[src/rtl/led_arb.sv]
// led_arb: round-robin time-sharing of 8 board LEDs between 4 requesters,
// one slice of HOLD cycles per grant, with live LED updates from the holder.
module led_arb #(
  parameter logic [31:0] HOLD = 32'd25_000_000
) (
  input  logic        clk,
  input  logic        rst_n,
  input  logic [3:0]  req,
  input  logic [31:0] data,
  output logic [3:0]  gnt,
  output logic [7:0]  leds,
  output logic        busy
);
  typedef enum logic {IDLE, SHOW} state_t;
  state_t      state, state_nx;
  logic [1:0]  cur, cur_nx, win;
  logic [31:0] cnt, cnt_nx;
  logic [3:0]  gnt_nx;
  logic [7:0]  leds_nx;
  logic        grant;
  // Descending loop so the nearest requester after cur wins; cur itself is last.
  always_comb begin
    win = cur;
    for (int k = 3; k >= 0; k--)
      if (req[cur + 2'(k + 1)]) win = cur + 2'(k + 1);
  end
  always_comb begin
    state_nx = state;
    cur_nx   = cur;
    cnt_nx   = cnt;
    gnt_nx   = gnt;
    leds_nx  = leds;
    grant    = state == IDLE ? |req : (req[cur] && cnt == '0);
    if (state == SHOW && !req[cur]) begin
      state_nx = IDLE;
      gnt_nx   = '0;
      cnt_nx   = '0;
    end else if (grant) begin
      state_nx = SHOW;
      cur_nx   = win;
      gnt_nx   = 4'b0001 << win;
      leds_nx  = data[8*win +: 8];
      cnt_nx   = HOLD - 32'd1;
    end else if (state == SHOW) begin
      cnt_nx  = cnt - 32'd1;
      leds_nx = data[8*cur +: 8];
    end
  end
  always_ff @(posedge clk) begin
    if (!rst_n) begin
      state <= IDLE;
      cur   <= 2'd3;
      cnt   <= '0;
      gnt   <= '0;
      leds  <= '0;
    end else begin
      state <= state_nx;
      cur   <= cur_nx;
      cnt   <= cnt_nx;
      gnt   <= gnt_nx;
      leds  <= leds_nx;
    end
  end
  assign busy = state == SHOW;
endmodule

[config.mk]
export PLATFORM = sky130hd
export DESIGN_NAME = led_arb
export DESIGN_NICKNAME = d
export VERILOG_FILES = /design/src/rtl/led_arb.sv
export SDC_FILE = /design/constraint.sdc
export NUM_CORES = 1
export LEC_CHECK = 0
export CAP_MARGIN = 40
export CORE_UTILIZATION = 45
export CTS_CLUSTER_SIZE = 10
export DETAILED_ROUTE_END_ITERATION = 10
export GPL_TIMING_DRIVEN = 0
export HOLD_SLACK_MARGIN = 0.05
export PLACE_DENSITY = 0.8
export SLEW_MARGIN = 20
export SYNTH_ARGS = -nofsm -noshare
export SYNTH_HDL_FRONTEND = slang
export SYNTH_SLANG_ARGS = --single-unit
[constraint.sdc]
create_clock -name clk -period 3.86 [get_ports clk]
set_clock_uncertainty 0.2 [all_clocks]
set_input_delay 0.772 -clock clk [delete_from_list [all_inputs] [get_ports clk]]
set_output_delay 0.772 -clock clk [all_outputs]
set_load 0.005 [all_outputs]
### After elaboration in Yosys (flattened, before gate mapping)

Cells that the tools add are included.

| operators by class | value |
|---|---|
| bitwise logic cells | 2 |
| add/subtract/negate cells | 4 |
| magnitude comparators | 4 |
| shift operators | 3 |
| muxes and demuxes | 16 |
| reduce and logical (&&, ||, !) cells | 10 |

Operators with widths:

| operator | count |
|---|---|
| $shiftx 32x6->8 | 2 |
| $mux 25 | 2 |
| $logic_not 32->1 | 1 |
| $sub 32x1->32 const B | 1 |
| $mux 8 | 2 |
| $lt 2x3->1 const B | 4 |
| $bmux 1 s2 | 4 |
| $mux 2 | 3 |
| $mux 1 | 5 |
| $add 2x2->2 const B | 2 |
| $reduce_and 2->1 | 2 |
| $reduce_or 4->1 | 1 |
| $shl 1x2->4 const A | 1 |
| $reduce_or 3->1 | 1 |
| $add 2x1->2 const B | 1 |
| $logic_and 1x1->1 | 2 |
| $not 1->1 | 2 |
| $reduce_bool 2->1 | 1 |
| $reduce_or 2->1 | 1 |
| $logic_not 1->1 | 1 |

| storage, ports and cells | value |
|---|---|
| word-level logic and storage cells | 45 |
| output and inout bits | 13 |
| input port bits | 38 |
| flip-flop bits (word level) | 47 |

### Longest topological paths before layout

Gate-level depths: netlist of the first run.

| logic depth | value |
|---|---|
| depth after elaboration | 8 |
| gate-level depth with buffers | 10 |
| depth with buffers taken out | 9 |

### Worst setup path before layout of the first run

Ideal clock, no wire load.

| path | value |
|---|---|
| kind | register to register |
| from | register cnt[6] |
| to | register leds[7] |
| arrival time | 2.684 ns |
| setup time | 0.122 ns |
| clock period less this slack | 3.006 ns |
| path slack | 0.854 ns |
| path buffers | 1 |
| cell stages (with the launch flop) | 9 |
| cell sequence | dfxtp_1 or4_1 buf_2 nand4bb_4 nor4_4 a21o_4 mux2i_4 mux2_4 a221o_1 |

| between the ends | value |
|---|---|
| longest elaborated chain between the ends | 5 |
| elaborated cells between the ends (all ways) | 6 |
| classes of those cells | 2 x mux; 4 x reduce/logical |

Ends and longest elaborated chain:

| what | RTL line | RTL |
|---|---|---|
| start, declared | 17 | `logic [31:0] cnt, cnt_nx;` |
| start signal, assigned | 59 | `cnt <= cnt_nx;` |
| $logic_not 32->1 * | 33 | `grant = state == IDLE ? \|req : (req[cur] && cnt == '0);` |
| $logic_and 1x1->1 * | 33 |  |
| $mux 1 * | 33 |  |
| $reduce_bool 2->1 (no source line) | - |  |
| $reduce_and 2->1 (no source line) | - |  |
| end signal, assigned | 61 | `leds <= leds_nx;` |
| end, declared | 11 | `output logic [7:0] leds,` |

Mark *: on every way between the ends. The rest lies on a longest branch, timed or not.
A chain may end at the register's enable or synchronous reset.

### Worst setup path after layout of the first run

| path | value |
|---|---|
| from | input port req[3] |
| to | register cnt[5] |

| between the ends | value |
|---|---|
| longest elaborated chain between the ends | 5 |
| elaborated cells between the ends (all ways) | 10 |
| classes of those cells | 4 x mux; 6 x reduce/logical |

Ends and longest elaborated chain:

| what | RTL line | RTL |
|---|---|---|
| start, declared | 8 | `input logic [3:0] req,` |
| $bmux 1 s2 | 33, 34 |  |
| $mux 1 (implied by the code) | 33, 34 |  |
| $logic_and 1x1->1 / $logic_not 1->1 (equally long branches) | 33, 34 |  |
| $mux 1 / $logic_and 1x1->1 (equally long branches) | 33, 34 |  |
| $mux 25 (tied with other cells) | 38 | `end else if (grant) begin` |

Parallel ways exist; a longest one is shown, timed or not. The select of a mux whose other input is x is not followed.

==> summary.md, run 1 <==
| Metric | Value |
|---|---|
| Outcome | `finished, final reports clean` |
| Hold path endpoint | `leds[2]$_SDFFE_PN0P_` |
| Setup CP Type | `in -> reg` |
| Post-route cell area | `3254 um^2` |
| Die Y | `76.89 um` |
| Clock transition at the registers of the reported paths | `0.08 ns` |
| Pins Over Slew Limit | `0` |
| Synthesized area per cell | `8.357 um^2` |
| Capturing element type of the critical path | `register` |
| Setup bufs post-CTS | `0` |
| Net count after synthesis | `341` |
| # port buffers | `50` |
| Summed negative setup slack over all endpoints | `0 ns` |
| Reg-to-Reg Start | `cnt[6]$_SDFFE_PP0P_` |
| Number of filler cells placed in the layout | `449` |
| Number of flops mapped to enable cells by yosys | `0` |
| Most Used Layer, Global Route | `met2` |
| Number of top-level pins | `51` |
| Antenna violations before repair | `0` |
| Number of buffers created by CTS | `5` |
| First-iteration detailed-routing DRC count | `118` |
| Die Footprint | `5911 um^2` |
| Hold Crit Start | `leds[2]$_SDFFE_PN0P_` |
| Yosys warning count | `0` |
| Internal reg-to-reg setup slack | `0.62 ns` |
| Reg2Reg Depth | `8` |
| Maximum number of pins on one net before global-route repair | `15` |
| Final-report setup violation count | `0` |
| Maximum clock rate | `273.8 MHz` |
| Per-cell routed wire length | `14.19 um` |
| Final routed wirelength across all metal layers | `6116 um` |
| Core footprint | `5238 um^2` |
| Hold violation count in the final report | `0` |
| DRC viols | `0` |
| End of the worst register-to-register path | `leds[7]$_SDFFE_PN0P_` |
| Count of clock tree sinks | `47` |
| Worst slew slack as a fraction of its limit | `49.74%` |
| Most common flop cell mapped by yosys | `sky130_fd_sc_hd__dfxtp_1` |
| Placer congestion estimate | `0.7881` |
| Skew-Pair Late Insertion Delay | `0.31 ns` |
| Starting density of the core | `48.18%` |
| Combined global-route utilization of all metal layers | `21.91%` |
| Endpoint arrival time on the critical path | `3.63 ns` |
| Clock tree root buffer cell | `sky130_fd_sc_hd__clkbuf_8` |
| Number of vias in the routed layout | `2385` |
| Remaining number of nets flagged by the antenna check after routing | `0` |
| Fraction of final layout cells with drive strength greater than 1 | `6.648%` |
| Part of the Yosys area used for sequential elements | `37.28%` |
| Number of max-cap violations | `0` |
| Area growth, synth to finish | `28.95%` |
| Detailed placement HPWL | `4544 um` |
| Number of hold buffers added after cts | `0` |
| Maximum clock path buffer count | `2` |
| Cell Area, Placed | `3122 um^2` |
| Hold path cells | `2` |
| Met1 track utilization from global routing | `25.16%` |
| Standby leakage power | `1.168 nW` |
| HP Class | `reg -> reg` |
| Global routing met2 resource utilization | `38.66%` |
| Number of global-route vias before repair | `2444` |
| Data required time of the worst path | `3.84 ns` |
| Post-CTS resize count | `0` |
| Share of flip-flops with an asynchronous set or reset after synthesis | `0%` |
| Final critical-path required period | `3.652 ns` |
| Final standard cell utilization of the core | `62.14%` |
| Part of the cycle the worst path needs | `94.61%` |
| Fin nets | `399` |
| Total global routing overflow | `0` |
| Netlist area before placement | `2524 um^2` |
| Commonest cells after routing, fill and taps aside | `50 x sky130_fd_sc_hd__clkdlybuf4s50_1, 49 x sky130_fd_sc_hd__nand2_1, 47 x sky130_fd_sc_hd__dfxtp_1` |
| Total power per unit cell area | `440.8 nW/um^2` |
| Drt pass-1 iters | `4` |
| Most common cell after layout, fill and taps aside | `sky130_fd_sc_hd__clkdlybuf4s50_1` |
| RSZ-0062 raised after global routing | `false` |
| Kind of start point of the critical path | `input port` |
| Library cells used by synthesis | `51` |
| Slew at the pin with the worst max-slew slack | `0.7493 ns` |
| Seq cells post-synth | `47` |
| IR drop worst, VDD | `0.2123 mV` |
| Maximum fanout count along the critical path | `10` |
| Cell count after synthesis | `302` |
| Clock tree from TritonCTS | `built` |
| CTS HTree Levels | `2` |
| Placement Rows | `26` |
| Die extent in x | `76.89 um` |
| Global-route wire length before repair | `10550 um` |
| Global routing met3 resource utilization | `4.881%` |
| Number of inserted diodes | `0` |
| Number of vias per cell after detailed routing | `5.534` |
==> sequential cells by signal (all words and copies together), names as in the netlist <==
signal,flops
cur,2
busy,1
leds,8
gnt,4
cnt,32
==> area by class of cell <==
cell class / count / area, um^2 / share of cell area, %
plain buffers: 13 / 61.31 / 1.884
repair buffers: 51 / 505.5 / 15.53
clock buffers: 6 / 72.57 / 2.230
multi-input cells: 237 / 1508 / 46.33
inverters: 5 / 18.77 / 0.5767
flip-flops and latches: 47 / 940.9 / 28.91
well taps: 70 / 87.58 / 2.691
clock inverters: 2 / 60.06 / 1.845
==> power breakdown <==
| group | switching (mW) | total [mW] | internal (mW) |
|---|---|---|---|
| Sequential | 0.0481 | 0.586 | 0.538 |
| Combinational | 0.210 | 0.416 | 0.206 |
| Clock | 0.173 | 0.432 | 0.259 |
| Total | 0.431 | 1.43 | 1.00 |
==> metrics by stage <==
step	power (mW)	cells	setup WS (ns)	hold WS [ns]
3_5_place_dp	1.010	423	-0.07398	0.2547
6_report	1.435	431	0.2080	0.2898
4_1_cts	1.438	431	0.2259	0.2861
3_3_place_gp	0.9981	422	0.02852	0.2573
2_1_floorplan	0.8545	302	0.8543	0.2483
5_1_grt	1.507	431	0.01366	0.3160
==> worst max path at each step <==
stage | end | startpoint | cells after the start | slack, ns
floorplan | leds[7]$_SDFFE_PN0P_ | cnt[6]$_SDFFE_PP0P_ | 8 | 0.85
global placement | leds[7]$_SDFFE_PN0P_ | req[3] | 8 | 0.03
detailed placement | cnt[19]$_SDFFE_PP0P_ | req[3] | 8 | -0.07
CTS | cnt[19]$_SDFFE_PP0P_ | req[3] | 8 | 0.23
global route | cnt[24]$_SDFFE_PP0P_ | req[3] | 8 | 0.01
finish | cnt[5]$_SDFFE_PP0P_ | req[3] | 8 | 0.21
==> logic make-up after synthesis <==
logic type,synth area share [%]
buffers and inverters,3.173
and+or+nand+nor,26.67
adders and majority gates,0.4957
xor gates and xnor gates,9.023
DFF,37.28
muxes,5.900
AOI/OAI and AO/OA,17.45
==> cell usage after synthesis, drive strengths merged (3+ instances only) <==
cell type  number  area, um^2
nand2          49       183.9
a211oi          3       22.52
or3             4       25.02
o211ai         14       105.1
nand3           8       40.04
nor4           11       98.84
mux2i          11       122.6
nor2           29       108.9
or4             4       30.03
inv             3       11.26
nor3            9       56.31
clkbuf          8       30.03
xnor2          17       148.9
dfxtp          47       940.9
a21oi          34       170.2
xor2            9       78.83
buf             5       31.28
==> worst max-delay path, stage by stage <==
cell	delay [ns]
sky130_fd_sc_hd__clkdlybuf4s50_1	0.52
sky130_fd_sc_hd__nor4_1	0.61
sky130_fd_sc_hd__nor2_1	0.14
sky130_fd_sc_hd__a21oi_1	0.23
sky130_fd_sc_hd__clkbuf_1	0.41
sky130_fd_sc_hd__clkbuf_1	0.41
sky130_fd_sc_hd__clkbuf_1	0.41
sky130_fd_sc_hd__a21oi_1	0.12
==> layer usage <==
metal | part of all wire [%] | up-vias
met5 | 0 | -
met4 | 2.1 | 0
met3 | 4.9 | 15
met2 | 49 | 74
met1 | 44 | 1100
li1 | - | 1196
(Power assumes the default switching activity.)
==> run 2, diff against run 1 <==
--- a/config.mk
+++ b/config.mk
@@ -6,12 +6,12 @@
 export NUM_CORES = 1
 export LEC_CHECK = 0
 export CAP_MARGIN = 40
-export CORE_UTILIZATION = 45
+export CORE_UTILIZATION = 51
 export CTS_CLUSTER_SIZE = 10
 export DETAILED_ROUTE_END_ITERATION = 10
 export GPL_TIMING_DRIVEN = 0
 export HOLD_SLACK_MARGIN = 0.05
-export PLACE_DENSITY = 0.8
+export PLACE_DENSITY = 0.88
 export SLEW_MARGIN = 20
 export SYNTH_ARGS = -nofsm -noshare
 export SYNTH_HDL_FRONTEND = slang
==> run 2 against run 1 <==
Net effect:
- power shrank 7.2%
- maximum frequency grew 2.6%
- global-route usage increased by 3.4 points
- flip-flop and latch count unchanged
==> summary.md, run 2 (same netlist as run 1, synthesis figures left out) <==
| Metric | Value |
|---|---|
| Outcome | `finished, final reports clean (unchanged)` |
| Detailed placement HPWL | `4574 um (was 4544 um)` |
| Drt pass-1 iters | `4 (unchanged)` |
| Clock transition at the registers of the reported paths | `0.09 ns (was 0.08 ns)` |
| Pins Over Slew Limit | `0 (unchanged)` |
| Maximum clock path buffer count | `2 (unchanged)` |
| Core footprint | `4755 um^2 (was 5238 um^2)` |
| Maximum clock rate | `281.0 MHz (was 273.8 MHz)` |
| Fraction of power consumed by the clock network | `24.4% (was 30.1%)` |
| Number of hold buffers added after cts | `0 (unchanged)` |
| Die extent in x | `72.35 um (was 76.89 um)` |
| Placement Rows | `25 (was 26)` |
| Global-route wire length before repair | `10450 um (was 10550 um)` |
| Worst slew slack as a fraction of its limit | `48.76% (was 49.74%)` |
| Final critical-path required period | `3.558 ns (was 3.652 ns)` |
| NetSw | `0.4405 mW (was 0.4314 mW)` |
| Antenna violations before repair | `0 (unchanged)` |
| Placer congestion estimate | `0.8261 (was 0.7881)` |
| IR drop worst, VDD | `0.1875 mV (was 0.2123 mV)` |
| Register with the most flip-flops | `cnt (unchanged)` |
| Fin nets | `399 (unchanged)` |
| Number of vias in the routed layout | `2444 (was 2385)` |
| Slew at the pin with the worst max-slew slack | `0.7640 ns (was 0.7493 ns)` |
| Remaining number of nets flagged by the antenna check after routing | `0 (unchanged)` |
| Kind of cell with the highest combined delay on the critical path | `multiplexers (was buffers and inverters)` |
| CTS HTree Levels | `2 (unchanged)` |
| Number of vias per cell after detailed routing | `5.710 (was 5.534)` |
| Final routed wirelength across all metal layers | `6192 um (was 6116 um)` |
| Registers with the most flip-flops | `cnt: 32 flops, leds: 8 flops, gnt: 4 flops (unchanged)` |
| CP max stage cell | `sky130_fd_sc_hd__clkdlybuf4s50_1 (was sky130_fd_sc_hd__nor4_1)` |
| Skew-Pair Late Insertion Delay | `0.31 ns (about the same)` |
| Number of max-cap violations | `0 (unchanged)` |
| Data required time of the worst path | `3.86 ns (was 3.84 ns)` |
| RSZ-0062 raised after global routing | `false (unchanged)` |
| Endpoint arrival time on the critical path | `3.56 ns (was 3.63 ns)` |
| Clock tree root buffer cell | `sky130_fd_sc_hd__clkbuf_8 (unchanged)` |
| Summed negative setup slack over all endpoints | `0 ns (unchanged)` |
| Post-CTS resize count | `0 (unchanged)` |
| Setup CP Type | `in -> reg (unchanged)` |
| Number of top-level pins | `51 (unchanged)` |
| DRC viols | `0 (unchanged)` |
| Clock tree from TritonCTS | `built (unchanged)` |
| Number of global-route vias before repair | `2441 (was 2444)` |
| HP Class | `reg -> reg (unchanged)` |
| Max FFs per register | `32 (unchanged)` |
| Count of clock tree sinks | `47 (unchanged)` |
| Internal power | `0.8909 mW (was 1.003 mW)` |
| Die Footprint | `5234 um^2 (was 5911 um^2)` |
| First-iteration detailed-routing DRC count | `155 (was 118)` |
| Non-filler cells in the finished layout | `428 (was 431)` |
| Area growth, synth to finish | `27.47% (was 28.95%)` |
| Switching portion of total power | `33.09% (was 30.07%)` |
| Standby leakage power | `1.150 nW (was 1.168 nW)` |
| Number of filler cells placed in the layout | `380 (was 449)` |
| Maximum number of pins on one net before global-route repair | `16 (was 15)` |
| Per-cell routed wire length | `14.47 um (was 14.19 um)` |
| Part of the cycle the worst path needs | `92.19% (was 94.61%)` |
| Total power per unit cell area | `413.9 nW/um^2 (was 440.8 nW/um^2)` |
| Kind of start point of the critical path | `input port (unchanged)` |
| Number of inserted diodes | `0 (unchanged)` |
| Final-report setup violation count | `0 (unchanged)` |
| # port buffers | `50 (unchanged)` |
| Largest incremental delay on the critical path | `0.59 ns (was 0.61 ns)` |
| Share of total power in combinational logic | `31.6% (was 29.0%)` |
| Overall power consumption | `1.331 mW (was 1.435 mW)` |
| Starting density of the core | `53.08% (was 48.18%)` |
| Total global routing overflow | `0 (unchanged)` |
| Setup bufs post-CTS | `0 (unchanged)` |
| Die Y | `72.35 um (was 76.89 um)` |
| Commonest cells after routing, fill and taps aside | `50 x sky130_fd_sc_hd__clkdlybuf4s50_1, 49 x sky130_fd_sc_hd__nand2_1, 47 x sky130_fd_sc_hd__dfxtp_1 (unchanged)` |
| Hold violation count in the final report | `0 (unchanged)` |
| Worst path cell trace | `clkdlybuf4s50_1, mux2i_1, mux2_2, nor4_4, a21o_4, mux2i_4, mux2_4, a221o_1 (was clkdlybuf4s50_1, nor4_1, nor2_1, a21oi_1, clkbuf_1, clkbuf_1, clkbuf_1, a21oi_1)` |
| Critical path buffer and inverter count | `1 (was 4)` |
| Maximum fanout count along the critical path | `9 (was 10)` |
| Flop pwr share | `44.1% (was 40.8%)` |
| Fraction of final layout cells with drive strength greater than 1 | `6.925% (was 6.648%)` |
| Combined global-route utilization of all metal layers | `25.26% (was 21.91%)` |
| Capturing element type of the critical path | `register (unchanged)` |
| Most common cell after layout, fill and taps aside | `sky130_fd_sc_hd__clkdlybuf4s50_1 (unchanged)` |
| Number of buffers created by CTS | `5 (unchanged)` |
| Placed insts | `420 (was 423)` |
## run 2: cell types whose count changed in the layout (fill, tap and decap cells not counted), sizes merged
cell,delta
clkinvlp,+1
bufinv,-2
clkinv,+1
## run 2: tightest hold or removal path, stage by stage (launching register included)
cell and delay (ns):
sky130_fd_sc_hd__dfxtp_1 0.32, sky130_fd_sc_hd__nand2_1 0.05, sky130_fd_sc_hd__a21oi_1 0.05
## run 2: layer usage
layer | track usage [%] | vias to the layer above | share of wire [%]
met2 | 44.96 | 83 | 51
li1 | - | 1195 | -
met5 | 0 | - | 0
met4 | 9.368 | 0 | 2.2
met3 | 7.500 | 20 | 4.9
met1 | 28.37 | 1146 | 42
## run 2: layout make-up
cell class / count / area (um^2) / area share [%]
Buffer: 13 / 61.31 / 1.906
Clock buffer: 6 / 82.58 / 2.567
Timing Repair Buffer: 51 / 505.5 / 15.71
Clock inverter: 2 / 16.27 / 0.5056
Tap cell: 67 / 83.83 / 2.606
Multi-Input combinational cell: 237 / 1508 / 46.87
Inverter: 5 / 18.77 / 0.5834
Sequential cell: 47 / 940.9 / 29.25
## run 2: metrics by stage
step	setup slack, ns	utilization [%]	hold WS, ns	cell area [um^2]
floorplan	0.8543	-	0.2483	2524
global placement	0.06217	65.37	0.2549	3108
detailed placement	-0.03744	65.58	0.2513	3118
CTS	0.2963	67.66	0.2645	3217
global route	0.09588	67.66	0.2830	3217
finish	0.3015	67.66	0.2645	3217
## run 2: final timing paths
path / startpoint / endpoint / slack (ns) / cells past startpoint
max: req[3] / leds[7]$_SDFFE_PN0P_ / 0.30 / 8
min: gnt[3]$_SDFFE_PP0N_ / gnt[3]$_SDFFE_PP0N_ / 0.26 / 2
max reg2reg: cnt[6]$_SDFFE_PP0P_ / leds[7]$_SDFFE_PN0P_ / 0.63 / 8
min reg2reg: gnt[3]$_SDFFE_PP0N_ / gnt[3]$_SDFFE_PP0N_ / 0.26 / 2
## run 2: power groups by stage
stage / clock (mW) / sequential (mW) / combinational, mW
2_1_floorplan: 0 / 0.590 / 0.265
3_3_place_gp: 0 / 0.594 / 0.399
3_5_place_dp: 0 / 0.597 / 0.415
4_1_cts: 0.331 / 0.587 / 0.419
5_1_grt: 0.358 / 0.596 / 0.457
6_report: 0.324 / 0.587 / 0.420
